$ cat config.mk
export PLATFORM = sky130hd
export DESIGN_NAME = shift_seq_ctrl_flat
export DESIGN_NICKNAME = d
export VERILOG_FILES = /design/src/rtl/shift_seq_ctrl_if.sv /design/src/rtl/shift_seq_ctrl.sv /design/src/flat_wrapper.sv
export SDC_FILE = /design/constraint.sdc
export NUM_CORES = 1
export LEC_CHECK = 0
export ABC_AREA = 1
export CORE_UTILIZATION = 50
export DETAILED_ROUTE_END_ITERATION = 7
export PLACE_DENSITY_LB_ADDON = 0.12
export SLEW_MARGIN = 5
export SYNTH_ARGS = -nofsm -noshare
export SYNTH_HDL_FRONTEND = slang
export SYNTH_SLANG_ARGS = --single-unit
$ cat constraint.sdc
create_clock -name clk_i -period 3.5 [get_ports clk_i]
set_input_delay 0.7 -clock clk_i [delete_from_list [all_inputs] [get_ports clk_i]]
set_output_delay 0.7 -clock clk_i [all_outputs]
set_load 0.005 [all_outputs]
$ cat src/rtl/shift_seq_ctrl_if.sv
// shift_seq_ctrl_if
// -----------------
// Bundles the job-request, result and status signals of shift_seq_ctrl.
//
// Handshake rules, the same on both channels:
//   A transfer happens on a rising clk edge where valid and ready are both 1.
//   - Request channel: in_valid_i / in_ready_o, with dir_i, amt_i and data_i
//     as payload. The payload only matters on the transfer edge.
//   - Result channel: out_valid_o / out_ready_i, with result_o as payload.
//     While out_valid_o is 1, result_o stays stable until the transfer edge.
//     While out_valid_o is 0, result_o is 0.
//   ready is never a function of valid, so there is no combinational loop.
//
// Modports:
//   master - the requester/consumer side. Drives the job and out_ready_i.
//   slave  - the shift sequencer itself.
interface shift_seq_ctrl_if;
    logic        in_valid_i;
    logic        in_ready_o;
    logic        dir_i;
    logic [3:0]  amt_i;
    logic [15:0] data_i;
    logic        out_valid_o;
    logic        out_ready_i;
    logic [15:0] result_o;
    logic        busy_o;

    modport master (
        output in_valid_i, dir_i, amt_i, data_i, out_ready_i,
        input  in_ready_o, out_valid_o, result_o, busy_o
    );

    modport slave (
        input  in_valid_i, dir_i, amt_i, data_i, out_ready_i,
        output in_ready_o, out_valid_o, result_o, busy_o
    );
endinterface

$ cat src/rtl/shift_seq_ctrl.sv
// shift_seq_ctrl
// --------------
// Sequences a 16-bit logical shift one bit per clock.
// A job is a direction, a distance of 0..15 and an operand. The block accepts
// one job. It then shifts the latched operand once per cycle for amt cycles.
// It presents the result until the consumer takes it, and only then becomes
// ready for the next job.
//
// Ports:
//   clk_i    - single clock. All state updates on the rising edge.
//   rst_i    - asynchronous, active-low reset.
//   bus      - shift_seq_ctrl_if.slave. It carries the request channel
//              (in_valid_i/in_ready_o, dir_i, amt_i, data_i), the result
//              channel (out_valid_o/out_ready_i, result_o) and busy_o.
//   state_o  - current FSM state, for debug and checkers
//              (0 = IDLE, 1 = SHIFT, 2 = DONE).
module shift_seq_ctrl (
    input  logic                   clk_i,
    input  logic                   rst_i,
    shift_seq_ctrl_if.slave        bus,
    output logic [1:0]             state_o
);

    localparam logic [1:0] IDLE  = 2'd0;
    localparam logic [1:0] SHIFT = 2'd1;
    localparam logic [1:0] DONE  = 2'd2;

    logic [1:0]  state_q;
    logic [15:0] data_q;
    logic        dir_q;   // 0 = right, 1 = left
    logic [3:0]  cnt_q;   // shifts still to do

    always_ff @(posedge clk_i or negedge rst_i) begin
        if (!rst_i) begin
            state_q <= IDLE;
            data_q  <= 16'h0000;
            dir_q   <= 1'b0;
            cnt_q   <= 4'd0;
        end else begin
            case (state_q)
                IDLE: begin
                    // in_ready_o is 1 here, so in_valid_i alone means an accept.
                    if (bus.in_valid_i) begin
                        data_q  <= bus.data_i;
                        dir_q   <= bus.dir_i;
                        cnt_q   <= bus.amt_i;
                        state_q <= (bus.amt_i != 4'd0) ? SHIFT : DONE;
                    end
                end
                SHIFT: begin
                    if (dir_q)
                        data_q <= {data_q[14:0], 1'b0};
                    else
                        data_q <= {1'b0, data_q[15:1]};
                    cnt_q <= cnt_q - 4'd1;
                    // This edge does the last shift, so the result is ready
                    // in the following cycle.
                    if (cnt_q == 4'd1)
                        state_q <= DONE;
                end
                DONE: begin
                    if (bus.out_ready_i)
                        state_q <= IDLE;
                end
                default: state_q <= IDLE;
            endcase
        end
    end

    assign bus.in_ready_o  = (state_q == IDLE);
    assign bus.out_valid_o = (state_q == DONE);
    assign bus.result_o    = (state_q == DONE) ? data_q : 16'h0000;
    assign bus.busy_o      = (state_q != IDLE);
    assign state_o         = state_q;

endmodule

$ cat src/flat_wrapper.sv
// flat-port wrapper written by rule: the top's interface ports become plain ports
module shift_seq_ctrl_flat 
  (clk_i, rst_i, state_o, bus_in_valid_i, bus_dir_i, bus_amt_i, bus_data_i, bus_out_ready_i, bus_in_ready_o, bus_out_valid_o, bus_result_o, bus_busy_o);
  shift_seq_ctrl_if bus_i ();
  input  logic clk_i;
  input  logic rst_i;
  output logic [1:0] state_o;
  input wire logic [$bits(bus_i.in_valid_i)-1:0] bus_in_valid_i;
  input wire logic [$bits(bus_i.dir_i)-1:0] bus_dir_i;
  input wire logic [$bits(bus_i.amt_i)-1:0] bus_amt_i;
  input wire logic [$bits(bus_i.data_i)-1:0] bus_data_i;
  input wire logic [$bits(bus_i.out_ready_i)-1:0] bus_out_ready_i;
  output wire logic [$bits(bus_i.in_ready_o)-1:0] bus_in_ready_o;
  output wire logic [$bits(bus_i.out_valid_o)-1:0] bus_out_valid_o;
  output wire logic [$bits(bus_i.result_o)-1:0] bus_result_o;
  output wire logic [$bits(bus_i.busy_o)-1:0] bus_busy_o;
  assign bus_i.in_valid_i = bus_in_valid_i;
  assign bus_i.dir_i = bus_dir_i;
  assign bus_i.amt_i = bus_amt_i;
  assign bus_i.data_i = bus_data_i;
  assign bus_i.out_ready_i = bus_out_ready_i;
  assign bus_in_ready_o = bus_i.in_ready_o;
  assign bus_out_valid_o = bus_i.out_valid_o;
  assign bus_result_o = bus_i.result_o;
  assign bus_busy_o = bus_i.busy_o;
  shift_seq_ctrl u_core (.clk_i(clk_i), .rst_i(rst_i), .bus(bus_i), .state_o(state_o));
endmodule
==> flow_metrics.tcl, run 1 <==
set metrics [dict create \
    grt_use_met2 0.406 \
    setup_violations 0 \
    cp-start-kind "register" \
    die_w_um 55.8 \
    syn2layout_area_growth_pct 33.1 \
    grt-busiest-layer "met2" \
    ys_types 20 \
    boundaryPins 46 \
    finClkSkew_ns 0.00568 \
    rows 19 \
    drv_cap 0 \
    htree_levels 1 \
    slew_headroom 0.322 \
    antenna_found_initial 0 \
    drtIter0Drc 59 \
    cts_buffer_depth 2 \
    crit_required_ns 2.80 \
    grt_pass1_vias 1452 \
    worst-setup-path-type "reg2out" \
    vias 1491 \
    drive_above_1_share 0.0372 \
    hold_buffers 0 \
    grt_max_degree 31 \
    fmax_ghz 0.378 \
    grt-ovfl-total 0 \
    crit_arrival_ns 1.95 \
    layout_common_cells "47 x nand2_1, 45 x clkdlybuf4s50_1, 26 x nor2_1, 26 x inv_1, 23 x dfrtp_1" \
    synth_nets 228 \
    use_met1 0.347 \
    power.density_mw_per_mm2 832 \
    syn_area_mm2 0.00145 \
    fin_nets 270 \
    insertion_delay_ns 0.30 \
    cts_resized 0 \
    outcome "finished clean" \
    final_area_mm2 0.00193 \
    synth_seq_cells 23 \
    p_total_mw 1.60 \
    wl_per_cell_um 13.0 \
    crit_path_cell_trace "inv_1 -> nor2_1 -> inv_2 -> nor2_1 -> clkdlybuf4s50_1" \
    peakVddDrop_v 0.000620 \
    fin_setup_tns_ns 0 \
    ys_warn_count 0 \
    antennaDiodeCount 0 \
    critical-path-top-delay-family "buffers and inverters" \
    use_met3 0.0349 \
    grt_pass1_wl_um 6270 \
    cts_buffers 3 \
    hold_viol_final 0 \
    seq_area_frac_synth 0.398 \
    hpwlAfterDp_um 2580 \
    p_leak_nw 0.904 \
    route.detailed.drc 0 \
    rsz0062_at_grt "no" \
    finalMaxSlewViolations 0 \
    crit_fanout 16 \
    wl_um 3550 \
    placed_cell_area_mm2 0.00190 \
    track_usage 0.251 \
    design.die.area_mm2 0.00311 \
    slowest_stage "clkdlybuf4s50_1" \
    period_needed_ns 2.65 \
    setup.worst_path.end_class "output port" \
    worstMarginPinSlew_ns 1.01 \
    crit_top_cell "nor2_1" \
    hold_path.class "reg2reg" \
    initial_core_util 0.525 \
    clock_sinks 23 \
    fin_util 0.699 \
    cts_setup_buffers 0 \
    clockRootBuffer "clkbuf_4" \
    slowest_delay_ns 0.52 \
    globalplace.congestion 0.803 \
    die_y_um 55.8 \
    cts_tree "built" \
    synth_cells 201 \
    path_buf_inv 3 \
    coreArea_mm2 0.00276 \
    whs_ns 0.517 \
    drtAntennaViolNets 0 \
    final_common_cell "nand2_1" \
    vias_per_cell 5.46 \
    cts.clk_slew.worst_paths_ns 0.12 \
    dr.pass1.iters 4 \
    syn_avg_cell_area_um2 7.20 \
    portBuffers 45 \
    min_period_over_period 0.756 \
]
==> registers in the layout (all words and copies together), names as in the netlist <==
register and flops:
u_core.data_q 16, u_core.cnt_q 4, u_core.state_o 2, u_core.dir_q 1
==> kinds of logic after synthesis <==
| logic type | share of synthesized area |
|---|---|
| AND/OR/NAND/NOR | 0.220 |
| AO/OA/AOI/OAI | 0.252 |
| buffers and inverters | 0.108 |
| flip-flops | 0.398 |
| adder cells (fa/ha/maj) | 0.0173 |
| XOR/XNOR | 0.00605 |
==> where the power goes <==
group	internal (mW)	switching, mW	total, mW
clock	0.0443	0.0784	0.123
combinational	0.413	0.521	0.934
sequential	0.405	0.141	0.547
==> cell usage after synthesis <==
cell type  instances  share of area
buf_2              5          0.017
a21oi_1           15          0.052
clkbuf_1           3         0.0078
o21ai_1            4          0.014
nor2_4             1         0.0078
buf_4              2          0.010
a21boi_1          14          0.073
xor2_1             1         0.0061
dfrtp_1           23           0.40
o21ai_0            7          0.024
nor2_1            26          0.067
inv_2              2         0.0052
ha_1               2          0.017
o21ai_2            1         0.0061
o21bai_1           1         0.0052
o211ai_1          15          0.078
nand3_1            5          0.017
nand3b_1           1         0.0052
inv_1             26          0.067
nand2_1           47           0.12
==> layout make-up <==
class | count | area, um2
fillers | 253 | 831
repair buffers | 47 | 465
well taps | 31 | 38.8
flip-flops and latches | 23 | 576
multi-input cells | 140 | 716
inverters | 28 | 105
clock buffers | 4 | 26.3
==> stage by stage <==
step	setup slack (ns)	cells
floorplan	1.72	201
global placement	1.23	269
detailed placement	1.19	269
CTS	0.826	273
global route	0.675	273
finish	0.855	273
==> final timing paths <==
kind | start | end | slack (ns) | cells after the start
worst max-delay path | u_core.state_o[1] | bus_result_o[0] | 0.85 | 5
worst min-delay path | u_core.data_q[0] | u_core.data_q[0] | 0.52 | 2
worst max register to register | u_core.state_o[0] | u_core.data_q[0] | 1.84 | 5
worst min register to register | u_core.data_q[0] | u_core.data_q[0] | 0.52 | 2
max in group asynchronous | rst_i | u_core.cnt_q[3] | 1.95 | 1
min in group asynchronous | rst_i | u_core.data_q[5] | 0.94 | 1
==> worst reg2reg max path, stage by stage, from the launching register on <==
cell	delay [ns]
dfrtp_1	0.49
inv_2	0.20
nor2_4	0.45
o21ai_0	0.21
o21ai_0	0.12
o21ai_1	0.07
==> layer usage <==
metal,vias up,part of all wire
met5,-,0
met4,0,0.0045
met3,2,0.061
met2,52,0.47
met1,705,0.46
li1,732,-
(Power assumes the default switching activity.)
==> run 2: changes to the inputs <==
--- a/config.mk
+++ b/config.mk
@@ -6,7 +6,7 @@
 export NUM_CORES = 1
 export LEC_CHECK = 0
 export ABC_AREA = 1
-export CORE_UTILIZATION = 50
+export CORE_UTILIZATION = 46
 export DETAILED_ROUTE_END_ITERATION = 7
 export PLACE_DENSITY_LB_ADDON = 0.12
 export SLEW_MARGIN = 5
==> constraint.sdc (replaced) <==
create_clock -name clk_i -period 2.5 [get_ports clk_i]
set_input_delay 0.5 -clock clk_i [delete_from_list [all_inputs] [get_ports clk_i]]
set_output_delay 0.5 -clock clk_i [all_outputs]
set_load 0.005 [all_outputs]
==> run 2 against run 1 <==
Compared with the run above:
- worst hold slack got worse by 0.015 ns
- wire length is 5.6% lower
- count of clock-buffer cells in the layout shrank 1
- clock power grew 44%
- setup slack got worse by 0.71 ns
- die area rose by 8.4%
- critical path type unchanged
- largest power group unchanged
- highest routed layer unchanged
==> flow_metrics.tcl, run 2 (same netlist as run 1, synthesis figures left out) <==
set metrics [dict create \
    route.detailed.drc 0 \
    wl_per_cell_um 11.8 \
    fillers 264 \
    rr_startpoint "u_core.state_o[0]" \
    grt-ovfl-total 0 \
    top_register "u_core.data_q" \
    antennaDiodeCount 0 \
    crit_path_cell_trace "nor2_2 -> inv_2 -> nor2_1 -> clkdlybuf4s50_1" \
    hold_viol_final 0 \
    slowest_stage "clkdlybuf4s50_1" \
    cts_buffers 3 \
    clock_sinks 23 \
    initial_core_util 0.503 \
    comb_power_share 0.578 \
    finalMaxSlewViolations 0 \
    crit_required_ns 2.00 \
    grt_pass1_wl_um 5770 \
    swShare 0.461 \
    vias 1429 \
    portBuffers 45 \
    cts_buffer_depth 2 \
    largest_reg_flops 16 \
    design.die.area_mm2 0.00338 \
    finClkSkew_ns 0.0160 \
    vias_per_cell 5.03 \
    grt_max_degree 37 \
    antenna_found_initial 0 \
    cts_tree "built" \
    power.density_mw_per_mm2 1140 \
    setup.worst_path.end_class "output port" \
    min_period_over_period 0.940 \
    worst-setup-path-type "reg2out" \
    final_common_cell "nand2_1" \
    layout_common_cells "47 x nand2_1, 45 x clkdlybuf4s50_1, 26 x inv_1" \
    layoutNonFillerInstCount 284 \
    p_clk_frac 0.080 \
    rsz0062_at_grt "no" \
    setup_violations 0 \
    cts_setup_buffers 0 \
    peakVddDrop_v 0.000674 \
    period_needed_ns 2.35 \
    drtAntennaViolNets 0 \
    worstMarginPinSlew_ns 0.878 \
    p_sw_mw 1.02 \
    pwr-share-seq 0.342 \
    critical-path-top-delay-family "buffers and inverters" \
    cts_resized 0 \
    path_buf_inv 2 \
    coreArea_mm2 0.00288 \
    fmax_ghz 0.425 \
    crit_fanout 16 \
    outcome "finished clean" \
    r2r_setup_slack_ns 0.90 \
    cp-start-kind "register" \
    r2r-end "u_core.data_q[0]" \
    dr.pass1.iters 4 \
    clockRootBuffer "clkbuf_4" \
    cts.clk_slew.worst_paths_ns 0.14 \
    hpwlAfterDp_um 2370 \
    multi_input_area_um2 718 \
    wl_um 3360 \
    fin_nets 270 \
    worstRegToRegCells 5 \
    crit_arrival_ns 1.85 \
    ff_latch_area_um2 577 \
    drtIter0Drc 51 \
    dpl.cell_count 280 \
    insertion_delay_ns 0.32 \
    die_w_um 58.1 \
    hold_path.class "in2async" \
    slowest_delay_ns 0.53 \
    htree_levels 1 \
    p_leak_nw 0.905 \
    slew_headroom 0.415 \
    grt_pass1_vias 1301 \
    globalplace.congestion 0.796 \
    hold_buffers 0 \
    drv_cap 0 \
    rows 19 \
    internal_power_mw 1.20 \
    fin_setup_tns_ns 0 \
    syn2layout_area_growth_pct 34.4 \
    drive_above_1_share 0.0496 \
    track_usage 0.220 \
    boundaryPins 46 \
    die_y_um 58.1 \
]
-- run 2: changes by cell type in the layout (fill, tap and decap cells not counted) --
cell	change
clkinv_2	+1
dfrtp_1	-1
clkbuf_1	-1
nor2_1	-1
nor2_2	+1
dfrtp_2	+1
-- run 2: metrics by stage --
stage / power (mW) / worst slack [ns] / hold slack [ns] / util / area (um2)
2_1_floorplan: 1.64 / 0.920 / 0.204 / - / 1450
3_3_place_gp: 2.02 / 0.507 / 0.478 / 0.666 / 1910
3_5_place_dp: 2.05 / 0.426 / 0.495 / 0.666 / 1910
4_1_cts: 2.23 / 0.0449 / 0.514 / 0.675 / 1940
5_1_grt: 2.46 / 0.0237 / 0.515 / 0.676 / 1950
6_report: 2.22 / 0.149 / 0.502 / 0.676 / 1950
-- run 2: power by group through the flow --
stage / registers (mW) / logic, mW / clock network [mW]
detailed placement: 0.761 / 1.29 / 0
global route: 0.791 / 1.47 / 0.199
finish: 0.760 / 1.28 / 0.177
CTS: 0.754 / 1.29 / 0.185
global placement: 0.751 / 1.27 / 0
floorplan: 0.676 / 0.960 / 0
-- run 2: worst reg2reg max path, stage by stage (launching register included) --
cell and delay [ns]:
dfrtp_1 0.50, inv_2 0.19, nor2_4 0.44, o21ai_0 0.18, o21ai_0 0.12, o21ai_1 0.07
-- run 2: layout make-up --
type,count,share of cell area
multi-input combinational,140,0.369
sequential,23,0.296
timing repair buffer,47,0.239
inverter,28,0.0540
tap,42,0.0270
clock buffer,3,0.0116
clock inverter,1,0.00257
-- run 2: worst max-delay path by stage --
stage	start	cells after the start	slack [ns]	end
5_1_grt	u_core.state_o[0]	4	0.02	bus_result_o[3]
4_1_cts	u_core.state_o[1]	5	0.04	bus_result_o[3]
2_1_floorplan	u_core.state_o[1]	5	0.92	bus_result_o[10]
6_report	u_core.state_o[0]	4	0.15	bus_result_o[3]
3_3_place_gp	u_core.state_o[1]	5	0.51	bus_result_o[3]
3_5_place_dp	u_core.state_o[1]	5	0.43	bus_result_o[3]
-- run 2: per-layer routing --
metal	GRT usage	part of all wire
met1	0.301	0.51
met2	0.360	0.44
met3	0.0536	0.055
met4	0.0374	0.0027
met5	0	0
==> RTL edit: new RTL, settings of run 1 <==
Make the reset (`rst_i`) synchronous in one clocked block. Comments in the files are not updated.
--- a/src/rtl/shift_seq_ctrl.sv
+++ b/src/rtl/shift_seq_ctrl.sv
@@ -30,7 +30,7 @@
     logic        dir_q;   // 0 = right, 1 = left
     logic [3:0]  cnt_q;   // shifts still to do
 
-    always_ff @(posedge clk_i or negedge rst_i) begin
+    always_ff @(posedge clk_i) begin
         if (!rst_i) begin
             state_q <= IDLE;
             data_q  <= 16'h0000;
Formal check against the unedited RTL: differs if rst_i is asserted again (counterexample within 4 cycles, from zero or initial values and one cycle with rst_i low); with rst_i held inactive, the same outputs for 10 cycles.
==> RTL edit against run 1 <==
- sequential cell count unchanged
- sequential power shrank 17%
- wire length shrank 9.0%
- setup slack improved by 68 ps
- design area is 6.0% lower
- power fell by 25%
- first-iteration DRC count decreased by 73%
- utilization grew 1.9 points
- area after synthesis fell by 6.0%
- largest cell class unchanged
==> RTL edit: results (changes against run 1) <==
clocking:
  cts_made_buffers: 3  # unchanged
timing:
  maxSlewHeadroom: 0.338  # +0.0158
  fin_skew_ps: 13.1  # +7.37 ps
global_routing:
  track_usage: 0.236  # -0.0152
  grt_pass1_vias: 1225  # -16%
  grt_max_degree: 40  # +29%
  grt_pass1_wl_um: 5210  # -17%
critical_path:
  rrSetupSlack_ps: 1790  # -50 ps
  reg2reg_to: "u_core.state_o[0]"
  timing.rr.start: "u_core.state_o[1]"
  reg2reg_depth: 8  # +3
  arrival_ps: 1880  # -70 ps
  cp_top_family: "buffers and inverters"
layout:
  drive_gt1_frac: 0.0400  # +0.00281
  regMostFlops: "u_core.data_q"
  fillCellCount: 244  # -3.6%
  fin_nets: 278  # +3.0%
power:
  p_int_uw: 653  # -24%
  power.leakage_uw: 0.000729  # -19%
  max-vdd-ir-drop_uv: 629  # +1.4%
yosys:
  yosys-top-cells-count: "a21oi_1, o21ai_0, inv_1, nor2_1, dfxtp_1"
  synth-seq-area-share: 0.338  # -0.0593
  synthArstFlopShare: 0  # -1.00
  syn_area_per_cell_um2: 6.39  # -11%
  yosys-top-cells-area: "dfxtp_1, a21oi_1, o21ai_0"
  synth-main-ff-cell: "dfxtp_1"
  synth_nets: 240  # +5.3%
detailed_routing:
  wl_per_cell_um: 11.6  # -11%
  routed_wl_um: 3240  # -9.0%
  drt_iter0_drc: 16  # -73%
  dr.pass1.iters: 5  # +1
min_path:
  hold_start: "u_core.cnt_q[3]"
  holdPathStages: 2  # unchanged
  holdPathEnd: "u_core.cnt_q[3]"
placement:
  dp_hpwl_um: 2220  # -14%
  place_ws_ps: 1190  # -4.47 ps
  place_congestion: 0.751  # -6.5%
outcome:
  status: "completed"
==> RTL edit: area by class of cell <==
cell class | count | area share
Timing Repair Buffer | 45 | 0.249
Tap cell | 30 | 0.0207
Sequential cell | 23 | 0.254
Multi-Input combinational cell | 146 | 0.395
Inverter | 32 | 0.0663
Clock inverter | 1 | 0.00276
Clock buffer | 3 | 0.0124
==> RTL edit: per-layer routing <==
metal  global-route usage  vias to the layer above  wire [µm]
met1                0.299                      648       1550
li1                     -                      770          -
met3               0.0311                        2        166
met2                0.425                       44       1500
met5                    0                        -          0
met4               0.0385                        0         15
==> RTL edit: worst min-delay path, delay by kind of cell, from the launching register on <==
kind               cells  cell delay, ps
and+or+nand+nor        1              70
DFF                    1             360
AOI/OAI and AO/OA      1              60
==> RTL edit: cells by family (layout without fill, tap and decap cells) <==
group | count (synthesis) | after routing | share of synthesized area
buf+inv | 44 | 81 | 0.137
compound gates | 85 | 85 | 0.331
fa+ha+maj | 2 | 2 | 0.0184
flops | 23 | 23 | 0.338
simple gates | 59 | 59 | 0.176
==> RTL edit: how the worst max path moves through the flow <==
stage	startpoint	slack, ps	to	depth (start not counted)
after detailed placement	bus_in_valid_i	1190	u_core.data_q[0]	5
after CTS	u_core.state_o[1]	880	bus_result_o[6]	5
after global placement	bus_in_valid_i	1250	u_core.data_q[14]	5
final	u_core.state_o[1]	920	bus_result_o[6]	5
after global routing	u_core.state_o[1]	740	bus_result_o[7]	5
after floorplan	u_core.state_o[1]	1770	bus_result_o[10]	5
==> RTL edit: through the flow <==
step | area [µm²] | hold WS, ps | total power, µW
6_report | 1810 | 524 | 1200
5_1_grt | 1810 | 545 | 1320
3_5_place_dp | 1780 | 502 | 1070
4_1_cts | 1810 | 521 | 1200
2_1_floorplan | 1360 | 467 | 903
3_3_place_gp | 1780 | 490 | 1060
==> RTL edit: power by group through the flow <==
stage                     Sequential [µW]  Combinational (µW)  Clock [µW]
final                                 454                 617         126
after global placement                457                 600           0
after CTS                             451                 619         126
after global routing                  467                 713         135
after detailed placement              457                 617           0
after floorplan                       418                 485           0
